**src/rtl/ysyx_24100005_pkg.sv**
```systemverilog
// ysyx_24100005_pkg: shared core constants (XLEN, register address width, zero register index).
package ysyx_24100005_pkg;
  localparam int XLEN = 32;
  localparam int REG_ADDR_W = 5;
  localparam logic [REG_ADDR_W-1:0] ZERO_REG = 5'd0;
endpackage

```
**src/rtl/ysyx_24100005_dff_en.sv**
```systemverilog
// ysyx_24100005_dff_en: enabled register with synchronous active-high reset to RESET_VAL.
module ysyx_24100005_dff_en #(
  parameter int WIDTH = 32,
  parameter logic [WIDTH-1:0] RESET_VAL = '0
) (
  input  logic             clk,
  input  logic             rst,
  input  logic             wen,
  input  logic [WIDTH-1:0] din,
  output logic [WIDTH-1:0] dout
);
  always_ff @(posedge clk)
    if (rst) dout <= RESET_VAL;
    else if (wen) dout <= din;
endmodule

```
**src/rtl/ysyx_24100005_register_file.sv**
```systemverilog
// ysyx_24100005_register_file: 2R1W integer register file, x0 hardwired to zero.
// Optional write-to-read forwarding with YSYX_24100005_RF_BYPASS_EN.
module ysyx_24100005_register_file
  import ysyx_24100005_pkg::*;
#(
  parameter int ADDR_WIDTH = REG_ADDR_W,
  parameter int DATA_WIDTH = XLEN
) (
  input  logic                  clk,
  input  logic                  rst,
  input  logic                  wen,
  input  logic [ADDR_WIDTH-1:0] waddr,
  input  logic [DATA_WIDTH-1:0] wdata,
  input  logic [ADDR_WIDTH-1:0] rs1addr,
  input  logic [ADDR_WIDTH-1:0] rs2addr,
  output logic [DATA_WIDTH-1:0] rs1data,
  output logic [DATA_WIDTH-1:0] rs2data
);
  localparam int NREGS = 1 << ADDR_WIDTH;
  logic [DATA_WIDTH-1:0] w_regs [NREGS];
  assign w_regs[0] = '0;
  genvar i;
  for (i = 1; i < NREGS; i++) begin : g_reg
    ysyx_24100005_dff_en #(.WIDTH(DATA_WIDTH), .RESET_VAL('0)) u_reg (
      .clk (clk),
      .rst (rst),
      .wen (wen && (waddr == ADDR_WIDTH'(i))),
      .din (wdata),
      .dout(w_regs[i])
    );
  end
`ifdef YSYX_24100005_RF_BYPASS_EN
  logic w_fwd;
  assign w_fwd = wen && !rst && (waddr != ADDR_WIDTH'(ZERO_REG));
  assign rs1data = (w_fwd && rs1addr == waddr) ? wdata : w_regs[rs1addr];
  assign rs2data = (w_fwd && rs2addr == waddr) ? wdata : w_regs[rs2addr];
`else
  assign rs1data = w_regs[rs1addr];
  assign rs2data = w_regs[rs2addr];
`endif
endmodule

```
**config.mk**
```make
export PLATFORM = sky130hd
export DESIGN_NAME = ysyx_24100005_register_file
export DESIGN_NICKNAME = d
export VERILOG_FILES = /design/src/rtl/ysyx_24100005_pkg.sv /design/src/rtl/ysyx_24100005_dff_en.sv /design/src/rtl/ysyx_24100005_register_file.sv
export SDC_FILE = /design/constraint.sdc
export NUM_CORES = 2
export LEC_CHECK = 0
export BUFFER_PORTS_ARGS = -buffer_cell sky130_fd_sc_hd__buf_2
export CORE_MARGIN = 2
export CORE_UTILIZATION = 50
export DETAILED_ROUTE_END_ITERATION = 8
export PLACE_DENSITY = 0.62
export REMOVE_ABC_BUFFERS = 1
export SETUP_SLACK_MARGIN = 0.1
export SYNTH_ARGS = -nofsm -noshare
export SYNTH_HDL_FRONTEND = slang
export SYNTH_SLANG_ARGS = --single-unit
```
**constraint.sdc**
```tcl
create_clock -name clk -period 3 [get_ports clk]
set_input_delay 0.45 -clock clk [delete_from_list [all_inputs] [get_ports clk]]
set_output_delay 0.45 -clock clk [all_outputs]
set_load 0.05 [all_outputs]
```
-- After elaboration in Yosys (flattened, before gate mapping)
Index checks and enable logic that the tools add are counted.
W data, S select, Z words.
- $lt $le $gt $ge: 2
- equal/unequal tests: 31
- muxes and demuxes: 6
- bitwise logic cells: 2
- reduce and logical (&&, ||, !) cells: 31
- operators with widths (kind ; count):
    $bmux W32 S5 ; 2
    $mux W32 ; 4
    $eq A5 B5 Y1 const B ; 16
    $eq A5 B4 Y1 const B ; 8
    $logic_and A1 B1 Y1 ; 31
    $eq A5 B3 Y1 const B ; 4
    $ge A6 B6 Y1 const B ; 2
    $not A5 Y6 ; 2
    $eq A5 B2 Y1 const B ; 2
    $eq A5 B1 Y1 const B ; 1
- bits in registers: 992
- input port bits: 50
- output and inout bits: 64
- word-level logic and storage cells: 103

-- Logic depth before layout (Yosys ltp)
- depth after elaboration: 4
- depth in mapped cells: 8
- gate-level depth less buffers: 4

-- Cells and area by module
From an unflattened synthesis, not the netlist that was laid out.
- cells, all modules: 4655
- area, all modules: 52424.0 um^2
- modules (own cells, without submodules) (module ; times used ; cells each ; area an instance (um^2) ; sequential area each (um^2)):
    ysyx_24100005_dff_en ; 31 ; 103 ; 1163.6 ; 640.6
    ysyx_24100005_register_file ; 1 ; 1462 ; 16351.9 ; 0.0

-- Worst setup path before layout
No wires, ideal clock.
- path type: input to output
- from: input port rs1addr[2]
- to: output port rs1data[19]
- arrival: 2.914 ns
- required time: 2.550 ns
- setup slack: -0.364 ns
- stages: 7
- buffers on the path: 3
- cell sequence: clkbuf_1 > clkbuf_1 > buf_1 > mux4_2 > mux2i_1 > and2_1 > o31ai_1
- cells in the longest elaborated chain, start to end: 4
- RTL lines (item ; line ; text):
    from (decl) ; ysyx_24100005_register_file.sv:14 ; input logic [ADDR_WIDTH-1:0] rs1addr,
    $not A5 Y6 (not written as such) ; ysyx_24100005_register_file.sv:38 ; assign rs1data = w_regs[rs1addr];
    $bmux W32 S5 ; ysyx_24100005_register_file.sv:38 ;
    $mux W32 (not written as such) (2 in series) ; ysyx_24100005_register_file.sv:38 ;
    to (decl) ; ysyx_24100005_register_file.sv:16 ; output logic [DATA_WIDTH-1:0] rs1data,
Every way passes these cells. The select of a mux whose other input is x is not followed.

-- Worst setup path after layout
- from: register g_reg[23].u_reg.dout[28]
- to: output port rs2data[28]
- cells in the longest elaborated chain, start to end: 3
- RTL lines (item ; line ; text):
    from (decl) ; ysyx_24100005_dff_en.sv:10 ; output logic [WIDTH-1:0] dout
    from (signal assigned) ; ysyx_24100005_dff_en.sv:14 ; else if (wen) dout <= din;
    $bmux W32 S5 ; ysyx_24100005_register_file.sv:39 ; assign rs2data = w_regs[rs2addr];
    $mux W32 (not written as such) (2 in series) ; ysyx_24100005_register_file.sv:39 ;
    to (decl) ; ysyx_24100005_register_file.sv:17 ; output logic [DATA_WIDTH-1:0] rs2data
Every way passes these cells. The select of a mux whose other input is x is not followed.

==> key figures <==
STA
  – Slew headroom: 0.383
  – RSZ-0062 raised after global routing: true
  – Worst hold slack: 0.230 ns
  – Final Hold Viols: 0
  – Final setup vio count: 0
  – Max-slew violations: 0
  – Fin crit period: 2.96 ns
  – Setup Skew: 0 ns
  – Worst-Margin Slew: 0.926 ns
  – Tcrit/Tclk final: 0.987
  – Fmax achieved: 338 MHz

Setup path
  – Worst Setup SP: g_reg[23].u_reg.dout[28]
  – CP Capture Type: output pin
  – Worst r2r dst: g_reg[20].u_reg.dout[12]
  – Crit-path cells: mux4_2 > mux4_2 > mux2_4 > buf_8
  – Slowest CP cell: mux4_2
  – Reg2reg start: g_reg[20].u_reg.dout[12]
  – Worst R2R Path Depth: 3
  – Critical path type: flop to output pin
  – Worst Path Arrival: 2.51 ns
  – Startpoint type of the worst setup path: flop
  – Delay-heaviest family, CP: multiplexers
  – Critical Path RT: 2.55 ns
  – WP depth: 4
  – CP Buf/Inv Count: 1
  – CP endpoint: rs2data[28]
  – R2R Setup Slk: 2.24 ns
  – Crit path max fanout: 2
  – CP max stage delay: 0.54 ns
  – Critical Path Most Common Cell: mux4_2

Layout
  – Post-layout net count: 5671
  – Final Util: 0.595
  – Design area: 59400 um2
  – Synthesis-to-finish area growth: 18.4%
  – Top Registers: g.u_reg.dout (992)
  – Layout cell share with drive strength beyond 1: 0.259
  – Top reg by flops: g.u_reg.dout
  – Fin cells: 7015
  – Max FFs per register: 992

Detailed routing
  – Iteration-0 DRC Markers: 6248
  – Drt wl/cell: 29.1 um
  – Vias per inst: 6.56
  – Total number of vias: 46019
  – Post-route ant nets: 0
  – DRC Markers: 0
  – DRT Pass-1 Iters: 8
  – Routed wire length: 204000 um

Clock network
  – Clk buf depth: 3
  – Reg clk slew, reported paths: 0.06 ns
  – Clock tree from TritonCTS: done
  – Hold_buf cts: 0
  – Worst-Skew Late Latency: 0.71 ns
  – Inserted Clock Buffers: 110
  – # clock sinks: 992
  – H-tree lvl count: 3
  – Root Buffer: clkbuf_16

Synthesis
  – Area contributors post-synth: dfxtp_1, mux4_2, nand2_1
  – Netlist Area Pre-Place: 50200 um2
  – Most numerous cell in the Yosys netlist: nand2_1
  – Largest area contributor in the netlist: dfxtp_1
  – Mean Syn Cell Area: 8.93 um2
  – Number of flops mapped to enable cells by yosys: 0
  – Top-area cell type share of the netlist area: 0.396
  – Seq/Total Area, Yosys: 0.396
  – Synth Instances: 5618
  – Number of library cell types mapped by synthesis: 29
  – Synthesized flop and latch total: 992
  – Ys async rst share: 0
  – Top FF cell, synth: dfxtp_1
  – Yosys warns: 0
  – Post-synth top cells: nand2_1, a21oi_1, dfxtp_1, mux4_2, clkbuf_1

Die
  – Core ar.: 99900 um2
  – # IOs: 114
  – Core Rows: 116
  – Die area: 103000 um2
  – Starting Density: 0.503
  – Chip width: 321 um
  – Die H: 321 um

Power and ir drop
  – Clock share of power: 0.475
  – Comb pwr share: 0.089
  – Sw frac: 0.252
  – Seq pwr share: 0.437
  – Leak Pwr: 20.1 nW
  – Internal cell power: 0.0229 W
  – Cell Pwr Density: 515 nW/um2
  – NetSw: 0.00770 W
  – Maximum VDD drop: 463 uV

Place
  – Routability cong.: 0.945
  – Detailed placement HPWL: 126000 um
  – Placed cells: 6746
  – IO Port Bufs: 113
  – Placed Area: 54000 um2

Outcome
  – Outcome: complete, no violations

Global route
  – Number of global-route vias before repair: 42956
  – Antenna violations before repair: 9
  – First-pass GRT wire length: 295000 um
  – Global route total overflow: 0
  – GR Util All Layers: 0.388
  – Largest net degree at the start of global routing: 99

Min path
  – Hold path cells: 2
  – Worst min path class: input pin to flop

Flow run
  – Max-cap violations: 0
routing by layer:
layer	wire length (um)	track usage
met3	27100	0.104
met1	75200	0.511
met5	25	0
met4	12900	0.212
met2	88600	0.581
per-stage QoR:
stage	worst slack (ns)	power, W	TNS (ns)
final	0.0388	0.0306	0
after global routing	0.0240	0.0313	0
after CTS	0.0235	0.0305	0
after detailed placement	-0.190	0.0161	-4.40
after global placement	-0.172	0.0161	-3.65
after floorplan	-0.569	0.0144	-18.22
worst min path at each step:
stage / startpoint / slack (ns) / endpoint
6_report: rst / 0.23 / g_reg[10].u_reg.dout[1]
5_1_grt: rst / 0.26 / g_reg[15].u_reg.dout[1]
4_1_cts: wdata[8] / 0.21 / g_reg[7].u_reg.dout[8]
3_5_place_dp: g_reg[14].u_reg.dout[21] / 0.46 / g_reg[14].u_reg.dout[21]
3_3_place_gp: g_reg[3].u_reg.dout[26] / 0.45 / g_reg[3].u_reg.dout[26]
2_1_floorplan: g_reg[3].u_reg.dout[0] / 0.44 / g_reg[3].u_reg.dout[0]
timing repair:
action / 4_1_cts / 5_1_grt
pin swaps: 0 / 2
resized for setup: 247 / 77
setup buffers: 32 / 21
setup endpoints to repair: 46 / 55
cloned: 5 / 4
cell usage in the layout, fill, tap and decap left out, types with 4 or more instances in the layout:
cell type and instances:
clkinvlp_4 4, o21ai_0 22, mux2i_1 96, and2_2 16
nand2_1 1985, mux2_4 31, buf_16 13, o21ai_1 6
a22o_1 128, clkbuf_16 115, mux2_2 65, a211oi_1 30
o21ai_2 4, a21oi_1 992, buf_4 270, nand2_2 32
and2_1 33, buf_8 30, clkbuf_1 24, clkbuf_8 31
inv_6 4, dfxtp_1 845, clkinv_2 14, bufinv_16 12
dfxtp_2 147, nor3_2 4, o22ai_1 32, nor2b_4 4
buf_2 49, o31ai_1 29, buf_12 103, buf_6 19
nor2_4 13, mux4_2 480
kinds of logic after synthesis:
group | Yosys count | synth area share
AO/OA/AOI/OAI | 1248 | 0.138
AND/OR/NAND/NOR | 2105 | 0.162
buffers and inverters | 601 | 0.0484
flip-flops | 992 | 0.396
multiplexers | 672 | 0.256
power groups by stage:
stage / Clock, W / Combinational [W] / Sequential (W)
final: 0.0145 / 0.00271 / 0.0134
after global routing: 0.0152 / 0.00278 / 0.0134
after CTS: 0.0146 / 0.00257 / 0.0133
after detailed placement: 0 / 0.00249 / 0.0136
after global placement: 0 / 0.00247 / 0.0136
after floorplan: 0 / 0.000771 / 0.0136
cell type report:
type	count	area, um2
clock buffers	166	3290
flip-flops and latches	992	20000
clock inverters	39	587
inverters	1	3.75
well taps	1298	1620
repair buffers	491	5530
fillers	8448	40400
multi-input cells	4025	28300
diodes	3	7.51
(Power assumes the default switching activity.)
